==> src/rtl/countdown_timer.sv <==
// rtl/countdown_timer.sv - loadable down-counter with run/hold/done control FSM
// Optional build macro: COUNTDOWN_AUTO_RELOAD_EN (periodic reload instead of one-shot DONE).
module countdown_timer #(
  parameter int WIDTH = 4
) (
  input  logic             clk,
  input  logic             reset,
  input  logic             load,
  input  logic [WIDTH-1:0] data,
  input  logic             start,
  input  logic             pause,
  input  logic             stop,
  input  logic             ack,
  output logic [WIDTH-1:0] count,
  output logic             busy,
  output logic             paused,
  output logic             done,
  output logic             tc
);

  localparam logic [1:0] IDLE = 2'd0;
  localparam logic [1:0] RUN  = 2'd1;
  localparam logic [1:0] HOLD = 2'd2;
  localparam logic [1:0] DONE = 2'd3;

  logic [1:0]       state_q,  state_d;
  logic [WIDTH-1:0] count_q,  count_d;
  logic             busy_q,   busy_d;
  logic             paused_q, paused_d;
  logic             done_q,   done_d;
  logic             tc_q,     tc_d;

`ifdef COUNTDOWN_AUTO_RELOAD_EN
  // Reload value only matters when the terminal edge wraps back into RUN.
  logic [WIDTH-1:0] reload_q, reload_d;
`endif

  always_comb begin
    state_d = state_q;
    count_d = count_q;
    tc_d    = 1'b0;
`ifdef COUNTDOWN_AUTO_RELOAD_EN
    reload_d = reload_q;
`endif
    if (load) begin
      count_d = data;
      state_d = IDLE;
`ifdef COUNTDOWN_AUTO_RELOAD_EN
      reload_d = data;
`endif
    end else begin
      case (state_q)
        IDLE: begin
          if (start) begin
            if (count_q == '0) begin
              state_d = DONE;
              tc_d    = 1'b1;
            end else begin
              state_d = RUN;
            end
          end
        end
        RUN: begin
          if (stop) begin
            state_d = IDLE;
          end else if (pause) begin
            state_d = HOLD;
          end else if (count_q > WIDTH'(1)) begin
            count_d = count_q - WIDTH'(1);
          end else if (count_q == WIDTH'(1)) begin
            tc_d = 1'b1;
`ifdef COUNTDOWN_AUTO_RELOAD_EN
            count_d = reload_q;
`else
            count_d = '0;
            state_d = DONE;
`endif
          end
        end
        HOLD: begin
          if (stop) begin
            state_d = IDLE;
          end else if (!pause) begin
            state_d = RUN;
          end
        end
        default: begin
          if (stop || ack) begin
            state_d = IDLE;
          end
        end
      endcase
    end
    busy_d   = (state_d == RUN) || (state_d == HOLD);
    paused_d = (state_d == HOLD);
    done_d   = (state_d == DONE);
  end

  always_ff @(posedge clk) begin
    if (reset) begin
      state_q  <= IDLE;
      count_q  <= '0;
      busy_q   <= 1'b0;
      paused_q <= 1'b0;
      done_q   <= 1'b0;
      tc_q     <= 1'b0;
`ifdef COUNTDOWN_AUTO_RELOAD_EN
      reload_q <= '0;
`endif
    end else begin
      state_q  <= state_d;
      count_q  <= count_d;
      busy_q   <= busy_d;
      paused_q <= paused_d;
      done_q   <= done_d;
      tc_q     <= tc_d;
`ifdef COUNTDOWN_AUTO_RELOAD_EN
      reload_q <= reload_d;
`endif
    end
  end

  assign count  = count_q;
  assign busy   = busy_q;
  assign paused = paused_q;
  assign done   = done_q;
  assign tc     = tc_q;

endmodule
==> config.mk <==
export PLATFORM = sky130hd
export DESIGN_NAME = countdown_timer
export DESIGN_NICKNAME = d
export VERILOG_FILES = /design/src/rtl/countdown_timer.sv
export SDC_FILE = /design/constraint.sdc
export NUM_CORES = 1
export LEC_CHECK = 0
export BUFFER_PORTS_ARGS = -buffer_cell sky130_fd_sc_hd__buf_4
export CORE_UTILIZATION = 43
export DETAILED_ROUTE_END_ITERATION = 10
export GPL_TIMING_DRIVEN = 0
export PLACE_DENSITY = 0.68
export SYNTH_ARGS = -nofsm -noshare
export SYNTH_HDL_FRONTEND = slang
export SYNTH_SLANG_ARGS = --single-unit
export TNS_END_PERCENT = 10
==> constraint.sdc <==
create_clock -name clk -period 1.57 [get_ports clk]
set_input_delay 0.314 -clock clk [delete_from_list [all_inputs] [get_ports clk]]
set_output_delay 0.314 -clock clk [all_outputs]
set_load 0.01 [all_outputs]
# Word level (Yosys, flattened, before mapping)
# Index checks and enable logic that the tools add are counted.
dict set report totals {
  ff_bits 10
  in_bits 11
}
dict set report op_classes {
  addsub 1
  n_lt_le_gt_ge 1
  n_eq_ne 8
  muxes 24
  n_reduce_logical 8
}
# operator count
set op_table {}
lappend op_table {{2-to-1 mux 4 bit} 6}
lappend op_table {{2-to-1 mux 2 bit} 10}
lappend op_table {{equality test 2 bit, second input constant} 3}
lappend op_table {{2-to-1 mux 1 bit} 6}
lappend op_table {{one-hot mux 2 bit (3 select lines)} 1}
lappend op_table {{equality test 2 x 1 -> 1 bit, second input constant} 2}
lappend op_table {{equality test 4 x 1 -> 1 bit, second input constant} 1}
lappend op_table {{> comparator 4 x 1 -> 1 bit, second input constant} 1}
lappend op_table {{zero test 4 bit} 1}
lappend op_table {{inequality test 2 bit, second input constant} 2}
lappend op_table {{AND reduction 4 bit} 1}
lappend op_table {{subtractor 4 x 1 -> 4 bit, second input constant} 1}
lappend op_table {{nonzero test 3 bit} 1}
lappend op_table {{zero test 2 bit} 1}
lappend op_table {{logical OR 1 bit} 2}
lappend op_table {{one-hot mux 1 bit (2 select lines)} 1}
lappend op_table {{nonzero test 2 bit} 1}
lappend op_table {{OR reduction 2 bit} 1}

# Logic depth before layout (Yosys ltp)
dict set report logic_depth {
  depth_word 9
  mapped_depth 7
  depth_no_buf 7
}

# Worst setup path after synthesis
# No wires, ideal clock.
dict set report synth_timing {
  kind {register -> register}
  startpoint {reg count_q[0], in the netlist count[0]}
  endpoint {reg busy_q, in the netlist busy}
  arrival_time_ps 1563
  t_required_ps 1445
  setup_slack_ps -117
  stages_incl_launch_ff 8
  path_buffers 0
  synth_period_minus_slack_ps 1687
  cell_sequence {dfxtp_1 inv_1 ha_1 and2_1 a221oi_1 nor3_1 ha_1 nor2_1}
}
dict set report synth_between {
  elab_chain_cells 9
  word_cells_on_any_way 14
  classes_between {order compare (1); eq/ne (3); mux (8); reduce/logical (2)}
}
# item line_no
set synth_lines {}
lappend synth_lines {{start, declared} 27} ;# logic [WIDTH-1:0] count_q, count_d;
lappend synth_lines {{start signal, assigned} 112} ;# count_q <= count_d;
lappend synth_lines {{parallel branches: the longest is 5 deep, another holds > comparator 4 x 1 -> 1 bit} n/a}
lappend synth_lines {{one-hot mux 2 bit (3 select lines) *} 52} ;# case (state_q)
lappend synth_lines {{2-to-1 mux 2 bit *} 45} ;# if (load) begin
lappend synth_lines {{via state_d[1]} 26} ;# logic [1:0] state_q, state_d;
lappend synth_lines {{equality test 2 x 1 -> 1 bit / equality test 2 bit (equally long branches)} 94} ;# busy_d = (state_d == RUN) || (state_d == HOLD);
lappend synth_lines {{logical OR 1 bit *} 94}
lappend synth_lines {{end signal, assigned} 113} ;# busy_q <= busy_d;
lappend synth_lines {{end, declared} 28} ;# logic busy_q, busy_d;
# Mark *: on every way through the listed nets, which the timed path passes.
# A chain may end at the register's enable or synchronous reset.

# Final worst setup path
# Same ends and word-level chain as after synthesis.

==> run_results.csv <==
group,metric,value,unit
detailed_routing,wl_per_cell,13.56,µm
clocking,root_buffer,"clkbuf_4",
detailed_routing,drtIter0Drc,11,
clocking,clk_pin_slew,0.07,ns
worst_hold_path,min_path_cells,3,
yosys,ys_warn_count,0,
yosys,synthesis.area,599.3,µm²
worst_hold_path,hp-class,"in -> reg",
clocking,cts_hold_buffers,0,
floorplan,die_height,39.34,µm
floorplan,num_rows,13,
detailed_routing,via_per_inst,5.262,
critical_path,worst_setup_path_start_kind,"flop",
global_routing,grt_max_degree,10,
yosys,synth_cells,66,
critical_path,crit_slowest_cell,"dfxtp_4",
outcome,status,"finished clean",
critical_path,startpoint,"count[0]$_SDFFE_PP0P_",
yosys,seq_area_frac_synth,33.40,%
detailed_routing,drtAntennaViolNets,0,
place,placed_cells,98,
timing,maxSlewHeadroom,65.97,%
critical_path,reg2regPathDepth,7,
critical_path,max_stage_delay,0.35,ns
global_routing,grt_pass1_vias,418,
critical_path,r2r_slack,0.009,ns
timing,finalSetupViolCount,0,
global_routing,globalRouteTotalUtil,19.24,%
floorplan,core,1301,µm²
critical_path,path_buf_inv,1,
finish,drive_above_1_share,40.91,%
detailed_routing,finalWirelength,1.397,mm
clocking,cts_tree,"built",
floorplan,dieArea,1547,µm²
power,p_leak,0.0003477,µW
timing,fmax,640.5,MHz
yosys,syn_nets,82,
yosys,yosys-top-cells-area,"dfxtp_1, ha_1, nor2b_1, nor3_1, nor2_1",
finish,final_common_cell,"buf_4",
timing,post-route-min-period,1.561,ns
floorplan,fp.dieW,39.34,µm
critical_path,crit_path_end_kind,"flop",
clocking,cts_sinks,10,
worst_hold_path,hp-start,"data[1]",
critical_path,rr_endpoint,"busy$_SDFF_PP0_",
floorplan,start_util,46.06,%
worst_hold_path,hold_path_end,"count[1]$_SDFFE_PP0P_",
yosys,yosys.area.top_type,"dfxtp_1",
timing,timing.final.hold_violations,0,
detailed_routing,drcViolationCount,0,
power,power_density,741.6,nW/µm²
critical_path,critPathMaxFanout,4,
critical_path,crit_required,1.78,ns
clocking,htreeDepth,1,
finish,syn_to_final_growth,44.26,%
critical_path,rr_startpoint,"count[0]$_SDFFE_PP0P_",
yosys,synth_cell_type_count,31,
yosys,postSynthAreaPerCell,9.081,µm²
critical_path,critPathTopFamily,"simple AND/OR/NAND/NOR gates",
place,post-dp-hpwl,919.4,µm
timing,period_share,99.44,%
global_routing,grt_pass1_wl,1.904,mm
power,irDropWorstVdd,474.1,µV
critical_path,path_cells,"buf_6 > ha_4 > nor4b_4 > nor4_4 > nor3_2 > ha_1 > nor2_1",
detailed_routing,drt-pass1-iter-count,4,
yosys,yosysTopAreaCellShare,33.40,%
timing,clock_skew,0.001857,ns
place,port_buffers,17,
floorplan,ios,19,
finish,nets,106,
clocking,cts_inserted_buffers,3,
global_routing,overflow,0,
power,p_total,641.2,µW
finish,final_cell_count_no_fill,103,
timing,tightest_slew,0.5025,ns
run,drv_cap,0,
place,gp_congestion,0.7411,
global_routing,antenna_found_initial,0,
critical_path,crit_type,"reg -> reg",
finish,mostFrequentLayoutCells,"buf_4, dfxtp_1, nor2_1, nor2b_1",
clocking,insertion_delay,0.27,ns
clocking,clk_path_buf_depth,2,
timing,rsz0062_at_grt,"true",
timing,report.final.slew_viol_count,0,
yosys,ys_ff_latch,10,
critical_path,worstPathArrival,1.77,ns
finish,n_antenna_cell,0,
detailed_routing,vias,542,
==> repair_timing <==
action	in CTS	in global routing
endpoints found under the setup margin	3	3
gates resized for setup	6	5
setup buffers	2	0
pin swaps	3	1
cloned	0	0
==> synth_stat cells <==
master and n:
nor4b_1 2, o211ai_1 2, o221ai_1 1, o22ai_1 1
dfxtp_1 10, or3_1 1, o211ai_2 1, nand2_1 3
o311ai_1 1, a221oi_1 1, ha_1 5, nor3_1 5
nor2b_1 5, and3_1 1, or4b_4 1, nand2b_1 1
a21boi_0 1, a22oi_1 1, and2_1 1, o31a_1 1
o21ai_1 1, nor4_1 3, nor3_2 1, a22o_1 1
inv_1 4, nor2_1 5, xnor2_1 2, buf_6 1
clkbuf_1 1, a21oi_1 1, nor4b_2 1
==> cell type report <==
| cell class | instances | area [µm²] |
|---|---|---|
| inverters | 4 | 17.52 |
| fillers | 115 | 436.7 |
| well taps | 15 | 18.77 |
| flip-flops and latches | 10 | 207.7 |
| multi-input cells | 50 | 436.7 |
| plain buffers | 2 | 15.01 |
| repair buffers | 19 | 146.4 |
| clock buffers | 3 | 22.52 |
==> logic make-up after synthesis <==
group	after synthesis	synth area share [%]
buf+inv	6	5.009
flops	10	33.40
xor+xnor	2	2.923
simple gates	30	31.11
fa+ha+maj	5	10.44
compound gates	13	17.12
==> worst max path at each step <==
stage	end	slack, ns	cells past startpoint
finish	busy$_SDFF_PP0_	0.009	7
global route	busy$_SDFF_PP0_	-0.08	5
CTS	busy$_SDFF_PP0_	0.01	7
detailed placement	busy$_SDFF_PP0_	-0.09	7
global placement	busy$_SDFF_PP0_	-0.1	6
floorplan	busy$_SDFF_PP0_	-0.03	7
==> sequential cells by signal (all words and copies together), names as in the netlist <==
register	count
paused	1
count	4
busy	1
tc	1
state_q	2
done	1
==> power by group <==
part           internal, µW  leakage [µW]  switching (µW)
Combinational          89.7      0.000251            82.3
Clock                  88.9     0.0000138            94.2
Sequential              268     0.0000833            18.4
==> through the flow <==
step / setup slack [ns] / hold WS [ns] / TNS [ns] / cell area (µm²) / utilization, %
CTS: 0.01308 / 0.2519 / 0 / 838.3 / 64.42
finish: 0.008778 / 0.2496 / 0 / 864.6 / 66.44
global route: -0.08485 / 0.2782 / -0.1959 / 864.6 / 66.44
global placement: -0.09922 / 0.5334 / -0.2781 / 767.0 / 58.94
detailed placement: -0.09438 / 0.5319 / -0.2689 / 767.0 / 58.94
floorplan: -0.02959 / 0.4298 / -0.06294 / 620.6 / -
==> worst register-to-register path, stage by stage, from the launching register on <==
cell and delay [ns]:
dfxtp_4 0.35, buf_6 0.09, ha_4 0.14, nor4b_4 0.28, nor4_4 0.07, nor3_2 0.23
ha_1 0.26, nor2_1 0.08
==> layer usage <==
layer  track usage [%]  vias up  share of wire [%]
met1             25.17      237                 51
met5                 0        -                  0
li1                  -      287                  -
met2             29.58       13                 44
met3             3.409        5                3.4
met4             10.34        0                2.4
Note: power is estimated with default switching activity, not from simulation.
